<file path="config.mk">
export PLATFORM = sky130hd
export DESIGN_NAME = cla_nibble_seq_ctrl
export DESIGN_NICKNAME = d
export VERILOG_FILES = /design/src/rtl/cla_nibble_seq_ctrl.sv
export SDC_FILE = /design/constraint.sdc
export NUM_CORES = 1
export LEC_CHECK = 0
export BUFFER_PORTS_ARGS = -buffer_cell sky130_fd_sc_hd__buf_2
export CORE_MARGIN = 4
export CORE_UTILIZATION = 49
export DETAILED_ROUTE_END_ITERATION = 10
export PLACE_DENSITY = 0.76
export SYNTH_ARGS = -nofsm -noshare
export SYNTH_HDL_FRONTEND = slang
export SYNTH_SLANG_ARGS = --single-unit
</file>
<file path="constraint.sdc">
create_clock -name clk -period 1.4 [get_ports clk]
set_input_delay 0.21 -clock clk [delete_from_list [all_inputs] [get_ports clk]]
set_output_delay 0.21 -clock clk [all_outputs]
set_load 0.05 [all_outputs]
</file>
<file path="src/rtl/cla_nibble_seq_ctrl.sv">
// cla_nibble_seq_ctrl: multi-cycle add/subtract controller that time-shares a
// single 4-bit carry-lookahead slice, one nibble per clock, LSB nibble first.
//
// Ports:
//   clk        rising-edge clock
//   rst        synchronous active-high reset
//   in_valid   operand request valid
//   in_ready   controller can accept an operation (IDLE and not in reset)
//   a, b       WIDTH-bit operands, sampled only at the accept edge
//   sub        0 = a+b, 1 = a-b
//   out_valid  result valid, held until out_ready
//   out_ready  consumer accepts result
//   result     WIDTH-bit sum/difference (modulo 2^WIDTH)
//   cout       final carry out (subtract: 1 = no borrow)
//   ovf        two's-complement signed overflow
//   zero       result == 0

// 4-bit carry-lookahead adder slice.
module cla_4bit (
  input  logic [3:0] a,
  input  logic [3:0] b,
  input  logic       cin,
  output logic [3:0] s,
  output logic       c4
);
  logic [3:0] w_p;
  logic [3:0] w_g;
  logic [4:0] w_c;

  assign w_p = a ^ b;
  assign w_g = a & b;

  // Each carry is expanded directly from generate/propagate terms.
  assign w_c[0] = cin;
  assign w_c[1] = w_g[0] | (w_p[0] & cin);
  assign w_c[2] = w_g[1] | (w_p[1] & w_g[0]) | (w_p[1] & w_p[0] & cin);
  assign w_c[3] = w_g[2] | (w_p[2] & w_g[1]) | (w_p[2] & w_p[1] & w_g[0])
                | (w_p[2] & w_p[1] & w_p[0] & cin);
  assign w_c[4] = w_g[3] | (w_p[3] & w_g[2]) | (w_p[3] & w_p[2] & w_g[1])
                | (w_p[3] & w_p[2] & w_p[1] & w_g[0])
                | (w_p[3] & w_p[2] & w_p[1] & w_p[0] & cin);

  assign s  = w_p ^ w_c[3:0];
  assign c4 = w_c[4];
endmodule

module cla_nibble_seq_ctrl #(
  parameter int unsigned WIDTH = 16
) (
  input  logic             clk,
  input  logic             rst,
  input  logic             in_valid,
  output logic             in_ready,
  input  logic [WIDTH-1:0] a,
  input  logic [WIDTH-1:0] b,
  input  logic             sub,
  output logic             out_valid,
  input  logic             out_ready,
  output logic [WIDTH-1:0] result,
  output logic             cout,
  output logic             ovf,
  output logic             zero
);
  localparam int unsigned NIB   = WIDTH / 4;
  localparam int unsigned CNT_W = (NIB > 1) ? $clog2(NIB) : 1;

  if (((WIDTH % 4) != 0) || (WIDTH < 4)) begin : g_bad_width
    $error("cla_nibble_seq_ctrl: WIDTH must be a multiple of 4 and at least 4");
  end

  typedef enum logic [1:0] {
    IDLE = 2'd0,
    RUN  = 2'd1,
    DONE = 2'd2
  } state_t;

  state_t           r_state;
  logic [WIDTH-1:0] r_a;
  logic [WIDTH-1:0] r_b;
  logic [WIDTH-1:0] r_res;
  logic             r_carry;
  logic             r_a_msb;
  logic             r_beff_msb;
  logic [CNT_W-1:0] r_cnt;
  logic             r_out_valid;
  logic             r_cout;
  logic             r_ovf;
  logic             r_zero;

  logic [3:0]       w_s;
  logic             w_c4;
  logic [WIDTH-1:0] w_b_eff;
  logic [WIDTH+3:0] w_res_cat;
  logic [WIDTH-1:0] w_res_next;
  logic             w_last;

  // Subtract is a + ~b + 1; the +1 enters through the initial carry.
  assign w_b_eff = sub ? ~b : b;

  cla_4bit u_cla (
    .a   (r_a[3:0]),
    .b   (r_b[3:0]),
    .cin (r_carry),
    .s   (w_s),
    .c4  (w_c4)
  );

  // New sum nibble enters from the MSB side so the LSB nibble ends up lowest.
  assign w_res_cat  = {w_s, r_res};
  assign w_res_next = w_res_cat[WIDTH+3:4];
  assign w_last     = (r_cnt == CNT_W'(NIB - 1));

  assign in_ready  = (r_state == IDLE) & ~rst;
  assign out_valid = r_out_valid;
  assign result    = r_res;
  assign cout      = r_cout;
  assign ovf       = r_ovf;
  assign zero      = r_zero;

  // Controller FSM with datapath registers.
  always_ff @(posedge clk) begin
    if (rst) begin
      r_state     <= IDLE;
      r_a         <= '0;
      r_b         <= '0;
      r_res       <= '0;
      r_carry     <= 1'b0;
      r_a_msb     <= 1'b0;
      r_beff_msb  <= 1'b0;
      r_cnt       <= '0;
      r_out_valid <= 1'b0;
      r_cout      <= 1'b0;
      r_ovf       <= 1'b0;
      r_zero      <= 1'b0;
    end else begin
      case (r_state)
        IDLE: begin
          if (in_valid) begin
            r_a        <= a;
            r_b        <= w_b_eff;
            r_carry    <= sub;
            r_a_msb    <= a[WIDTH-1];
            r_beff_msb <= w_b_eff[WIDTH-1];
            r_cnt      <= '0;
            r_state    <= RUN;
          end
        end
        RUN: begin
          r_a     <= r_a >> 4;
          r_b     <= r_b >> 4;
          r_carry <= w_c4;
          r_res   <= w_res_next;
          r_cnt   <= r_cnt + CNT_W'(1);
          if (w_last) begin
            r_state     <= DONE;
            r_out_valid <= 1'b1;
            r_cout      <= w_c4;
            r_zero      <= (w_res_next == '0);
            // Same-sign operands producing a different-sign result overflowed.
            r_ovf       <= (r_a_msb == r_beff_msb) & (w_s[3] != r_a_msb);
          end
        end
        DONE: begin
          if (out_ready) begin
            r_out_valid <= 1'b0;
            r_state     <= IDLE;
          end
        end
        default: begin
          r_state     <= IDLE;
          r_out_valid <= 1'b0;
        end
      endcase
    end
  end
endmodule

</file>
==> results.md <==
* First DRT Iteration DRCs at 157
* HPWL after DPL at roughly 4500 um
* Die Area at 6730 um^2
* Detail Route met3 WL at 509 um
* Rel. slew slack at just under 70%
* Worst Tran Pin Value at 0.460 ns
* Worst path arrival time at roughly 1.8 ns
* Io pins at 58
* ANT nets after route at 0
* Crit Reg-Reg Endpoint: ovf
* Drt pass-1 iters at 4
* Final Hold Fails at 0
* Synth Cell Area at 2690 um^2
* R2r startpoint: r_b[0]
* Die height at just over 80 um
* WL met2 at roughly 3800 um
* Die X at 82.0 um
* Clock skew at 0.00968 ns
* Ys Warns at 0
* Worst Hold Class: primary input to flop
* Outcome: finished with violations
* Worst R2R Path Depth at 5
* CP cell instances: ha_4 > a211oi_4 > o21ai_2 > a31o_2 > a311oi_1
* Row Count at 26
* WL final at 7520 um
* Crit share post-route at 113%
* Placed insts at approximately 450
* Top_reg_cell synth: dfxtp_1
* Maxcap violations at 0
* First-pass GRT wire length at 10,400 um
* R2R Setup Slk at -0.18 ns
* Crit path launch type: flop
* TritonCTS buffer count at 9
* Setup Viol. Count Final at 8
* Distinct cell type count after synthesis at 42
* Yosys reg bits at slightly below 60
* Leak Pwr at between 1.5 and 2 nW
* Post-DR vias/cell at 5.43
* Max VDD drop at ~0.74 mV
* Area grow syn2layout at 38.4%
* Fin cells at ~470
* Clk root buf: clkbuf_8
* Gr ovfl total at 0
* M1 WL at 3000 um
* # nets final at ~440
* Max Used Layer: met4
* Clk pin slew, worst setup/hold paths at approximately 0.070 ns
* Hold slack at 0.0998 ns
* Total power at 4.69 mW
* Crit-path max FO at 4
* CP Capture Type: flop
* GRT Overall Usage at 20.3%
* Req. time, crit path at between 1.5 and 2 ns
* Slowest-stage cell, CP: dfxtp_4
* Core ar. at around 5200 um^2
* Remaining DRCs at 0
* Initial antenna violation count at 0
* Hold depth at 3
* Power per cell area at around 1300 nW/um^2
* RSZ-0062 raised after global routing: true
* Tmin final at between 1.5 and 2 ns
* Port Buffer Count at between 50 and 60
* Critical path's largest stage delay at around 0.36 ns
* Slew Viols, Final at 0
* Post-synthesis sequential area ratio at between 40% and 50%
* TritonCTS clock tree: yes
* Crit Path Category: flop to flop
* Max clock buf depth at 2
* Final WS setup at -0.182 ns
* Clk Latency, worst-skew pair at roughly 0.34 ns
* Post-Synthesis Cells at 324
* Syn_nets at ~370
* Layout cell share with drive strength beyond 1 at around 38%
* FFs w/ async S/R, synth at 0%
* Clk sinks at just under 60
* Fmax at 632 MHz
* Hold path startpoint: a[13]
* Pin count of the biggest net entering global routing at 34
* Post-synth EDFFs at 0
* Drt wl/cell at 16.0 um
* Failing checks: setup timing
* Vias in the first global route at 2,310
* Diodes inserted at 0
* Htree depth at 3
* WHS Endpoint: r_a[13]
* Vias at approximately 2,600
* Syn_area_per_cell at 8.29 um^2
* Initial Util at 51.6%
* Gpl congestion at 0.840
[final cells by class]
type	count	area, um^2
fillers	406	1490
clock inverters	4	95.1
clock buffers	12	165
well taps	70	87.6
multi-input cells	235	1540
inverters	5	18.8
flip-flops and latches	59	1200
repair buffers	86	606
[timing repair]
| item | 4_1_cts | 5_1_grt |
|---|---|---|
| resized for setup | 4 | 44 |
| cloned | 0 | 4 |
| hold buffers | 0 | 0 |
| setup endpoints to repair | 23 | 20 |
| buffers inserted | 3 | 2 |
| hold endpoints to repair | 0 | 0 |
| pin swaps | 2 | 19 |
[synthesized netlist by cell type, types with 2 or more instances]
cell      number  area (um^2)
nand4_1        4         25.0
dfxtp_1       59         1180
xnor2_1       13          114
nor3_1         4         20.0
a31o_2         2         17.5
buf_6          3         33.8
a21oi_1       29          145
inv_1          5         18.8
nor2_1        49          184
xor2_1         4         35.0
nand3_1        7         35.0
buf_2          9         45.0
a221oi_1      12          105
buf_4          5         37.5
clkbuf_1       8         30.0
a311oi_1      13          114
nand2_1       66          248
ha_1           5         62.6
a21o_1         2         15.0
o21ai_0        3         15.0
[stage by stage]
stage / cell area, um^2 / worst slack (ns) / util, % / TNS [ns]
2_1_floorplan: 2740 / -0.0159 / - / -0.0159
3_3_place_gp: 3140 / -0.0781 / 60.4 / -0.166
3_5_place_dp: 3140 / -0.130 / 60.4 / -0.400
4_1_cts: 3430 / -0.120 / 66.0 / -0.262
5_1_grt: 3710 / -0.235 / 71.4 / -1.33
6_report: 3710 / -0.182 / 71.4 / -0.572
[layer usage]
metal	up-vias	GRT usage (%)
li1	1269	-
met1	1188	25.1
met2	83	32.1
met3	19	4.61
met4	0	12.0
met5	-	0
[kinds of logic after synthesis]
family,after synthesis,share of synthesized area (%)
simple gates,141,22.8
compound gates,69,17.8
flops,59,44.0
buf+inv,31,6.34
xor+xnor,17,5.55
fa+ha+maj,6,3.08
mux,1,0.373
[cell usage in the layout, fill, tap and decap left out, drive strengths merged, types with 3 or more instances in the layout]
cell type and instances:
buf 83, nand2 66, dfxtp 59, nor2 51, a21oi 29, clkbuf 15
xnor2 13, a311oi 13, a221oi 12, nand3 7, inv 5, ha 5
nand4 4, xor2 4, o21ai 4, nor3 4, bufinv 3
[state kept, by name, indices dropped and copies added (netlist names), 2 cells and up]
signal and count:
r_a 16, r_cnt 2, r_state 2, result 16, r_b 16
[worst max-delay path, delay by kind of cell, from the launching register on]
| family | cells | cell delay [ns] |
|---|---|---|
| AO/OA/AOI/OAI | 4 | 0.88 |
| adder cells (fa/ha/maj) | 1 | 0.25 |
| flip-flops | 1 | 0.36 |
[how the worst max path moves through the flow]
stage,start,endpoint,slack [ns],cells past startpoint
after floorplan,r_a[0],ovf,-0.02,5
after global placement,r_b[0],ovf,-0.08,5
after detailed placement,r_b[0],ovf,-0.13,5
after CTS,r_a[0],ovf,-0.12,5
after global routing,r_b[0],ovf,-0.23,5
final,r_b[0],ovf,-0.18,5
[report_power, final]
| part | leakage (nW) | switching [mW] | internal (mW) | total (mW) |
|---|---|---|---|---|
| sequential | 0.487 | 0.0857 | 1.78 | 1.86 |
| combinational | 0.896 | 0.468 | 0.371 | 0.839 |
| clock | 0.133 | 0.660 | 1.33 | 1.98 |
No activity file was read; power rests on OpenSTA's default activity.
